### config.mk
export PLATFORM = sky130hd
export DESIGN_NAME = counter_ud_ctrl_flat
export DESIGN_NICKNAME = d
export VERILOG_FILES = /design/src/rtl/counter_ud_ctrl_if.sv /design/src/rtl/counter_ud_ctrl.sv /design/src/flat_wrapper.sv
export SDC_FILE = /design/constraint.sdc
export NUM_CORES = 1
export LEC_CHECK = 0
export CAP_MARGIN = 20
export CORE_ASPECT_RATIO = 2
export CORE_MARGIN = 3
export CORE_UTILIZATION = 40
export CTS_BUF_LIST = sky130_fd_sc_hd__clkbuf_2 sky130_fd_sc_hd__clkbuf_4 sky130_fd_sc_hd__clkbuf_8
export CTS_CLUSTER_SIZE = 14
export DETAILED_ROUTE_END_ITERATION = 6
export SYNTH_ARGS = -nofsm -noshare
export SYNTH_HDL_FRONTEND = slang
export SYNTH_SLANG_ARGS = --single-unit
### constraint.sdc
create_clock -name clk -period 4.88 [get_ports clk]
set_clock_uncertainty 0.05 [all_clocks]
set_input_delay 0.976 -clock clk [delete_from_list [all_inputs] [get_ports clk]]
set_output_delay 0.976 -clock clk [all_outputs]
set_load 0.1 [all_outputs]
### src/rtl/counter_ud_ctrl_if.sv
// ----------------------------------------------------------------------------
// counter_ud_ctrl_if
// Command/feedback bus between the sweep sequencer and the up/down counter.
//   load_en     : sequencer -> counter, load the counter from 'load'
//   load        : sequencer -> counter, value to load (WIDTH bits)
//   ud          : sequencer -> counter, count direction (1 = up)
//   count_in    : counter -> sequencer, current count (WIDTH bits)
//   rollover_in : counter -> sequencer, rollover flag
// Modports: master = sequencer side, slave = counter side.
// ----------------------------------------------------------------------------
interface counter_ud_ctrl_if #(
    parameter int WIDTH = 4
);
    logic             load_en;
    logic [WIDTH-1:0] load;
    logic             ud;
    logic [WIDTH-1:0] count_in;
    logic             rollover_in;

    modport master (
        output load_en,
        output load,
        output ud,
        input  count_in,
        input  rollover_in
    );

    modport slave (
        input  load_en,
        input  load,
        input  ud,
        output count_in,
        output rollover_in
    );
endinterface

### src/rtl/counter_ud_ctrl.sv
// ----------------------------------------------------------------------------
// counter_ud_ctrl
// Sweep sequencer for the up/down counter. Loads a lower limit, counts up to
// an upper limit, then either finishes (one-shot) or bounces between limits.
// While idle it holds the counter by reloading the value it currently holds,
// because the counter has no enable.
//
// Ports:
//   clk, rstn            : clock (rising edge), synchronous active-low reset
//   start, stop, bounce  : sweep control (stop beats start)
//   lo_lim, hi_lim       : sweep limits, sampled on an accepted start
//   cnt (master)         : load_en/load/ud to counter, count_in/rollover_in back
//   busy                 : sweep in progress (LOAD, UP or DOWN)
//   done                 : one-cycle pulse at the end of a one-shot sweep
//   cfg_err              : one-cycle pulse when a start has lo_lim >= hi_lim
//   sweeps               : DOWN->UP turnarounds, saturating at 255
//   mismatch             : sticky feedback error
//
// Optional feature: define CUD_CTRL_CHECK_EN to compare the counter feedback
// against the tracked value every cycle; otherwise mismatch is tied low and
// the feedback ports are unused.
// ----------------------------------------------------------------------------
module counter_ud_ctrl #(
    parameter int WIDTH = 4
) (
    input  logic              clk,
    input  logic              rstn,
    input  logic              start,
    input  logic              stop,
    input  logic              bounce,
    input  logic [WIDTH-1:0]  lo_lim,
    input  logic [WIDTH-1:0]  hi_lim,
    counter_ud_ctrl_if.master cnt,
    output logic              busy,
    output logic              done,
    output logic              cfg_err,
    output logic [7:0]        sweeps,
    output logic              mismatch
);

    typedef enum logic [2:0] {
        ST_IDLE = 3'd0,
        ST_LOAD = 3'd1,
        ST_UP   = 3'd2,
        ST_DOWN = 3'd3,
        ST_DONE = 3'd4
    } state_t;

    state_t           state_r;
    state_t           state_nx_s;
    logic [WIDTH-1:0] exp_r;       // value the counter holds this cycle
    logic [WIDTH-1:0] exp_nx_s;
    logic [WIDTH-1:0] lo_r;
    logic [WIDTH-1:0] lo_nx_s;
    logic [WIDTH-1:0] hi_r;
    logic [WIDTH-1:0] hi_nx_s;
    logic             bounce_r;
    logic             bounce_nx_s;
    logic [7:0]       sweeps_nx_s;
    logic             accept_s;
    logic             cfg_err_nx_s;
    logic [WIDTH-1:0] exp_inc_s;
    logic [WIDTH-1:0] exp_dec_s;
    logic             load_en_nx_s;
    logic [WIDTH-1:0] load_nx_s;
    logic             ud_nx_s;
    logic             busy_nx_s;
    logic             done_nx_s;
    logic             mismatch_nx_s;

    assign exp_inc_s = exp_r + WIDTH'(1);
    assign exp_dec_s = exp_r - WIDTH'(1);

    // Next state and next internal registers; an abort still performs the
    // current state's counter action, only the transition is replaced.
    always_comb begin
        state_nx_s   = state_r;
        exp_nx_s     = exp_r;
        lo_nx_s      = lo_r;
        hi_nx_s      = hi_r;
        bounce_nx_s  = bounce_r;
        sweeps_nx_s  = sweeps;
        accept_s     = 1'b0;
        cfg_err_nx_s = 1'b0;
        case (state_r)
            ST_IDLE: begin
                if (start && !stop) begin
                    if (lo_lim < hi_lim) begin
                        accept_s    = 1'b1;
                        state_nx_s  = ST_LOAD;
                        lo_nx_s     = lo_lim;
                        hi_nx_s     = hi_lim;
                        bounce_nx_s = bounce;
                        sweeps_nx_s = 8'd0;
                    end else begin
                        cfg_err_nx_s = 1'b1;
                    end
                end else begin
                    state_nx_s = ST_IDLE;
                end
            end
            ST_LOAD: begin
                exp_nx_s = lo_r;
                if (stop) begin
                    state_nx_s = ST_IDLE;
                end else begin
                    state_nx_s = ST_UP;
                end
            end
            ST_UP: begin
                exp_nx_s = exp_inc_s;
                if (stop) begin
                    state_nx_s = ST_IDLE;
                end else if (exp_inc_s == hi_r) begin
                    if (bounce_r) begin
                        state_nx_s = ST_DOWN;
                    end else begin
                        state_nx_s = ST_DONE;
                    end
                end else begin
                    state_nx_s = ST_UP;
                end
            end
            ST_DOWN: begin
                exp_nx_s = exp_dec_s;
                if (stop) begin
                    state_nx_s = ST_IDLE;
                end else if (exp_dec_s == lo_r) begin
                    state_nx_s = ST_UP;
                    if (sweeps != 8'hFF) begin
                        sweeps_nx_s = sweeps + 8'd1;
                    end else begin
                        sweeps_nx_s = sweeps;
                    end
                end else begin
                    state_nx_s = ST_DOWN;
                end
            end
            ST_DONE: begin
                state_nx_s = ST_IDLE;
            end
            default: begin
                state_nx_s = ST_IDLE;
            end
        endcase
    end

    // Moore output decode of the next state so the outputs can be registered.
    always_comb begin
        load_en_nx_s = 1'b1;
        load_nx_s    = exp_nx_s;
        ud_nx_s      = 1'b1;
        busy_nx_s    = 1'b0;
        done_nx_s    = 1'b0;
        case (state_nx_s)
            ST_IDLE: begin
                load_en_nx_s = 1'b1;
            end
            ST_LOAD: begin
                load_nx_s = lo_nx_s;
                busy_nx_s = 1'b1;
            end
            ST_UP: begin
                load_en_nx_s = 1'b0;
                busy_nx_s    = 1'b1;
            end
            ST_DOWN: begin
                load_en_nx_s = 1'b0;
                ud_nx_s      = 1'b0;
                busy_nx_s    = 1'b1;
            end
            ST_DONE: begin
                done_nx_s = 1'b1;
            end
            default: begin
                load_en_nx_s = 1'b1;
            end
        endcase
    end

`ifdef CUD_CTRL_CHECK_EN
    logic fb_err_s;

    assign fb_err_s = (cnt.count_in != exp_r) || (cnt.rollover_in != (&exp_r));

    // Sticky feedback error; an accepted start re-arms the checker.
    always_comb begin
        if (accept_s) begin
            mismatch_nx_s = 1'b0;
        end else if (fb_err_s) begin
            mismatch_nx_s = 1'b1;
        end else begin
            mismatch_nx_s = mismatch;
        end
    end
`else
    logic unused_feedback_s;

    assign unused_feedback_s = ^{cnt.count_in, cnt.rollover_in};
    assign mismatch_nx_s     = 1'b0;
`endif

    // State, internal registers and registered outputs.
    always_ff @(posedge clk) begin
        if (!rstn) begin
            state_r     <= ST_IDLE;
            exp_r       <= {WIDTH{1'b0}};
            lo_r        <= {WIDTH{1'b0}};
            hi_r        <= {WIDTH{1'b0}};
            bounce_r    <= 1'b0;
            sweeps      <= 8'd0;
            mismatch    <= 1'b0;
            cnt.load_en <= 1'b1;
            cnt.load    <= {WIDTH{1'b0}};
            cnt.ud      <= 1'b1;
            busy        <= 1'b0;
            done        <= 1'b0;
            cfg_err     <= 1'b0;
        end else begin
            state_r     <= state_nx_s;
            exp_r       <= exp_nx_s;
            lo_r        <= lo_nx_s;
            hi_r        <= hi_nx_s;
            bounce_r    <= bounce_nx_s;
            sweeps      <= sweeps_nx_s;
            mismatch    <= mismatch_nx_s;
            cnt.load_en <= load_en_nx_s;
            cnt.load    <= load_nx_s;
            cnt.ud      <= ud_nx_s;
            busy        <= busy_nx_s;
            done        <= done_nx_s;
            cfg_err     <= cfg_err_nx_s;
        end
    end

endmodule
### src/flat_wrapper.sv
// flat-port wrapper written by rule: the top's interface ports become plain ports
module counter_ud_ctrl_flat 
#(
    parameter int WIDTH = 4
)
  (clk, rstn, start, stop, bounce, lo_lim, hi_lim, busy, done, cfg_err, sweeps, mismatch, cnt_load_en, cnt_load, cnt_ud, cnt_count_in, cnt_rollover_in);
  counter_ud_ctrl_if #(.WIDTH(WIDTH)) cnt_i ();
  input  logic clk;
  input  logic rstn;
  input  logic start;
  input  logic stop;
  input  logic bounce;
  input  logic [WIDTH-1:0] lo_lim;
  input  logic [WIDTH-1:0] hi_lim;
  output logic busy;
  output logic done;
  output logic cfg_err;
  output logic [7:0] sweeps;
  output logic mismatch;
  output wire logic [$bits(cnt_i.load_en)-1:0] cnt_load_en;
  output wire logic [$bits(cnt_i.load)-1:0] cnt_load;
  output wire logic [$bits(cnt_i.ud)-1:0] cnt_ud;
  input wire logic [$bits(cnt_i.count_in)-1:0] cnt_count_in;
  input wire logic [$bits(cnt_i.rollover_in)-1:0] cnt_rollover_in;
  assign cnt_load_en = cnt_i.load_en;
  assign cnt_load = cnt_i.load;
  assign cnt_ud = cnt_i.ud;
  assign cnt_i.count_in = cnt_count_in;
  assign cnt_i.rollover_in = cnt_rollover_in;
  counter_ud_ctrl #(.WIDTH(WIDTH)) u_core (.clk(clk), .rstn(rstn), .start(start), .stop(stop), .bounce(bounce), .lo_lim(lo_lim), .hi_lim(hi_lim), .cnt(cnt_i), .busy(busy), .done(done), .cfg_err(cfg_err), .sweeps(sweeps), .mismatch(mismatch));
endmodule
---- Word level (Yosys, flattened, before mapping) ----
Cells that the tools add are included.
W data, S select, Z words.
operators by class
  muxes and demuxes ....................... 25
  bitwise logic cells ..................... 0
  $mul .................................... 0
  div/mod/pow operators ................... 0
  add/subtract/negate cells ............... 3
  shifts and indexed selects .............. 0
  equal/unequal tests ..................... 15
  magnitude comparators ................... 1
  reductions and logical operators ........ 9
operators with widths
  cell                   number
  $mux W8                5
  $mux W3                6
  $mux W4                4
  $pmux W8 S2            1
  $eq A3 B2 Y1 const B   4
  $pmux W3 S4            1
  $pmux W4 S3            1
  $add A8 B1 Y8 const B  1
  $eq A4 B4 Y1           2
  $ne A2 B1 Y1 const B   4
  $ne A8 B8 Y1 const B   1
  $eq A3 B1 Y1 const B   2
  $mux W1                6
  $reduce_and A3 Y1      2
  $reduce_and A6 Y1      1
  $add A4 B1 Y4 const B  1
  $lt A4 B4 Y1           1
  $sub A4 B1 Y4 const B  1
  $eq A3 B3 Y1 const B   1
  $logic_not A3 Y1       1
  $reduce_or A3 Y1       1
  $mux W2                1
  $ne A2 B2 Y1 const B   1
  $reduce_bool A2 Y1     1
  other kinds (3)        3
word-level totals
  output and inout bits ................... 18
  memories ................................ 0
  input bits .............................. 18
  register bits after elaboration ......... 33
  bits in read-only memories .............. 0
  bits in latches ......................... 0
  logic and storage cells ................. 65
  RAM bits ................................ 0

---- Logic depth before layout (Yosys ltp) ----
  word-level depth ........................ 8
  gate-level depth with buffers ........... 7
  mapped depth without buffers ............ 7

---- Worst setup path after synthesis ----
Ideal clock, no wire load.
  path type ............................... input port to flip-flop
  start point ............................. input start
  end point ............................... register u_core.busy
  data arrival time ....................... 2.216 ns
  path buffers ............................ 1
  library setup time ...................... 0.066 ns
  stages on the path ...................... 6
  required time ........................... 4.764 ns
  slack ................................... 2.548 ns
  path through ............................ or3b_4 nor3_4 o211ai_4 buf_6 a211o_1 a21oi_2
on the way
  longest elaborated chain between the ends .. 6
  elaborated cells between the ends (all ways) .. 8
  those cells by class .................... eq/ne (3); mux (3); reduce/logical (2)
RTL lines
  element                                              RTL line                RTL
  from (decl)                                          flat_wrapper.sv:10      input logic start;
  $logic_and A1 B1 Y1 (*)                              counter_ud_ctrl.sv:87   if (start && !stop) begin
  $mux W3 (*)                                          counter_ud_ctrl.sv:87
  $pmux W3 S4 (*)                                      counter_ud_ctrl.sv:85   case (state_r)
  $eq A3 B1 Y1 / $eq A3 B2 Y1 (equally long branches)  counter_ud_ctrl.sv:155  case (state_nx_s)
  $reduce_or A3 Y1 (no line) (*)                       -
  $mux W1 (*)                                          counter_ud_ctrl.sv:155
  to (signal assigned)                                 counter_ud_ctrl.sv:230  busy <= busy_nx_s;
  to (decl)                                            counter_ud_ctrl.sv:34   output logic busy,
Mark *: on every way between the ends. The rest lies on a longest branch, timed or not.
A chain may end at the register's enable or synchronous reset.

---- Worst setup path after layout ----
  start point ............................. input lo_lim[2]
  end point ............................... register u_core.sweeps[7]
on the way
  longest elaborated chain between the ends .. 3
RTL lines
  element                      RTL line                RTL
  from (decl)                  flat_wrapper.sv:13      input logic [WIDTH-1:0] lo_lim;
  $lt A4 B4 Y1                 counter_ud_ctrl.sv:88   if (lo_lim < hi_lim) begin
  $ne A2 B1 Y1 (no line)       -
  $reduce_and A6 Y1 (no line)  -
  to (signal assigned)         counter_ud_ctrl.sv:225  sweeps <= sweeps_nx_s;
  to (decl)                    counter_ud_ctrl.sv:37   output logic [7:0] sweeps,
No other way between the ends.

==> metrics.yaml <==
status:
  status: "completed"
place:
  post-dp-hpwl_um: 3086
  gp_congestion: 0.8495
  placed_cells: 261
  place_area_um2: 2137
  pre_cts_slack_ns: 1.570
  place.port_buffers: 29
cts:
  post_cts_buffers: 0
  cts_tree: "built"
  cts_buffers: 5
  h-tree-depth: 2
  clock_latency_ns: 0.29
  cts_num_sinks: 33
  cts_resized: 0
  cts-root-buf: "clkbuf_8"
  clk_pin_slew_ns: 0.07
  clockBufferDepth: 2
  postCtsHoldBufs: 0
die:
  io_pins: 36
  core-area_um2: 4382
  die_y_um: 101.2
  rows: 34
  dieArea_um2: 5425
  die_x_um: 53.61
  initial_core_util_pct: 41.38
synthesis:
  netlist_area_um2: 1813
  yosysSeqAreaShare_pct: 36.44
  synth_cell_types: 53
  synth_top_cells_by_area: "dfxtp_1, mux2i_1, nor2b_1"
  syn_nets: 208
  ys_async_sr_fraction_pct: 0
  synth_edf_count: 0
  synth_top_area_share_pct: 36.44
  synth_flop_cell: "dfxtp_1"
  yosys.area.top_type: "dfxtp_1"
  syn-mean-instance-area_um2: 9.853
  yosys_warnings: 0
  syn_inst: 184
  yosys_register_bits: 33
cells_and_area:
  instances_no_fill: 269
  n_fill_cell: 415
  drive_gt1_share_pct: 10.23
  n_antenna_cell: 0
  ff_latch_area_um2: 660.6
  design_area_um2: 2257
  multi_input_area_um2: 1074
  final_cell_mix: "dfxtp_1, clkdlybuf4s50_1, mux2i_1, nor2b_1, inv_1"
  final_common_cell: "dfxtp_1"
  fin_nets: 238
  area_growth_pct: 24.50
  finish.utilization_pct: 51.51
critical_path:
  crit_type: "input pin to flop"
  critPathMaxFanout: 17
  cp-end-kind: "flop"
  endpoint: "u_core.sweeps[7]"
  cp-start-kind: "input pin"
  reg2reg_depth: 7
  ff2ff_setup_slack_ns: 2.58
  r2r_end: "u_core.sweeps[7]"
  r2r-start: "u_core.exp_r[0]"
  required_ns: 5.06
  crit_start: "lo_lim[2]"
  arrival_ns: 3.16
global_route:
  grt_pass1_vias: 1426
  grt_overflow: 0
  grt_use_total_pct: 16.36
  grt_max_degree: 20
  grt_antenna_before_repair: 0
  grt_pass1_wl_um: 6444
routing:
  route.detailed.drc: 0
  via_per_inst: 5.260
  wire_per_inst_um: 14.90
  vias: 1415
  routed_wl_um: 4007
  dr.pass1.iters: 4
  postRouteAntennaNets: 0
  initialDrtViolationCount: 37
sta:
  rsz0062_at_grt: "false"
  fin_crit_sh_pct: 60.95
  worst_pin_slew_ns: 0.9732
  setup_tns_ns: 0
  drv_slew: 0
  hold_violations: 0
  setup_ws_ns: 1.906
  max_freq_mhz: 336.2
  period_minus_slack_ns: 2.974
  setup_viol: 0
  slew_headroom_pct: 34.91
power:
  peakVddDrop_mv: 0.2382
  pwr_density_cell_nw_per_um2: 279.5
  p_leak_nw: 0.9510
hold_path:
  hp-start: "u_core.hi_r[1]"
  min_path_type: "flop to flop"
  min_path_cells: 2
run:
  max_cap_viol_count: 0
==> state kept, by name, indices dropped and copies added, names as in the netlist <==
| name | flops |
|---|---|
| u_core.cnt.load_en | 1 |
| u_core.lo_r | 4 |
| u_core.cfg_err | 1 |
| u_core.done | 1 |
| u_core.cnt.ud | 1 |
| u_core.cnt.load | 4 |
| u_core.state_r | 3 |
| u_core.hi_r | 4 |
| u_core.bounce_r | 1 |
| u_core.busy | 1 |
| u_core.sweeps | 8 |
| u_core.exp_r | 4 |
==> cell type report <==
class | instances | share of cell area, %
multi-input combinational | 134 | 47.56
sequential | 33 | 29.27
timing repair buffer | 30 | 13.19
clock buffer | 7 | 3.991
tap | 54 | 2.993
inverter | 10 | 1.663
clock inverter | 1 | 1.330
==> worst min-delay path by stage <==
stage / end / slack, ns
global placement: u_core.sweeps[6] / 0.47
global route: u_core.hi_r[1] / 0.52
detailed placement: u_core.sweeps[6] / 0.48
CTS: u_core.sweeps[6] / 0.50
floorplan: u_core.hi_r[0] / 0.46
finish: u_core.hi_r[1] / 0.50
==> metal layers <==
layer | global-route usage [%] | up-vias | part of all wire [%]
met1 | 14.31 | 667 | 36
met5 | 0 | - | 0
li1 | - | 700 | -
met3 | 3.240 | 8 | 3.5
met2 | 31.88 | 40 | 57
met4 | 9.055 | 0 | 3.3
==> synthesized netlist by cell type, types with 2 or more instances <==
master and count:
a21oi_1 9, ha_1 6, nor2_1 8, o21ai_1 4, a22oi_1 2, dfxtp_1 33, nor4b_1 2, and2_1 6
mux2i_1 14, a21oi_2 2, nand2b_1 2, nand3b_1 2, nor3_2 2, o21ba_1 2, nand3_1 5, nor4_1 2
inv_1 10, xor2_1 6, nor2b_1 14, clkbuf_1 4, buf_4 2, xnor2_1 8, nand2_1 9
==> metrics by stage <==
step | hold WS (ns) | total power [mW]
3_3_place_gp | 0.4680 | 0.3640
5_1_grt | 0.5216 | 0.6502
4_1_cts | 0.5022 | 0.6399
2_1_floorplan | 0.4563 | 0.3419
3_5_place_dp | 0.4809 | 0.3653
6_report | 0.4982 | 0.6309
==> where the power goes <==
group	internal [mW]	leakage, nW	switching (mW)
clock network	0.172	0.0619	0.100
registers	0.275	0.267	0.00564
logic	0.0323	0.622	0.0458
==> kinds of logic (layout without fill, tap and decap cells) <==
family	after synthesis	after routing	share of synthesized area, %
simple gates	64	64	24.22
flops	33	33	36.44
compound gates	32	32	13.32
buf+inv	17	48	4.348
xor+xnor	16	16	8.972
mux	15	15	8.350
fa+ha+maj	6	6	4.141
other cells	1	1	0.2068
==> critical path, stage by stage <==
cell	delay (ns)
clkdlybuf4s50_1	0.50
ha_1	0.33
nand2_1	0.09
o211ai_4	0.60
nand2_1	0.35
o21ba_1	0.30
Power figures use the tool's default switching activity.
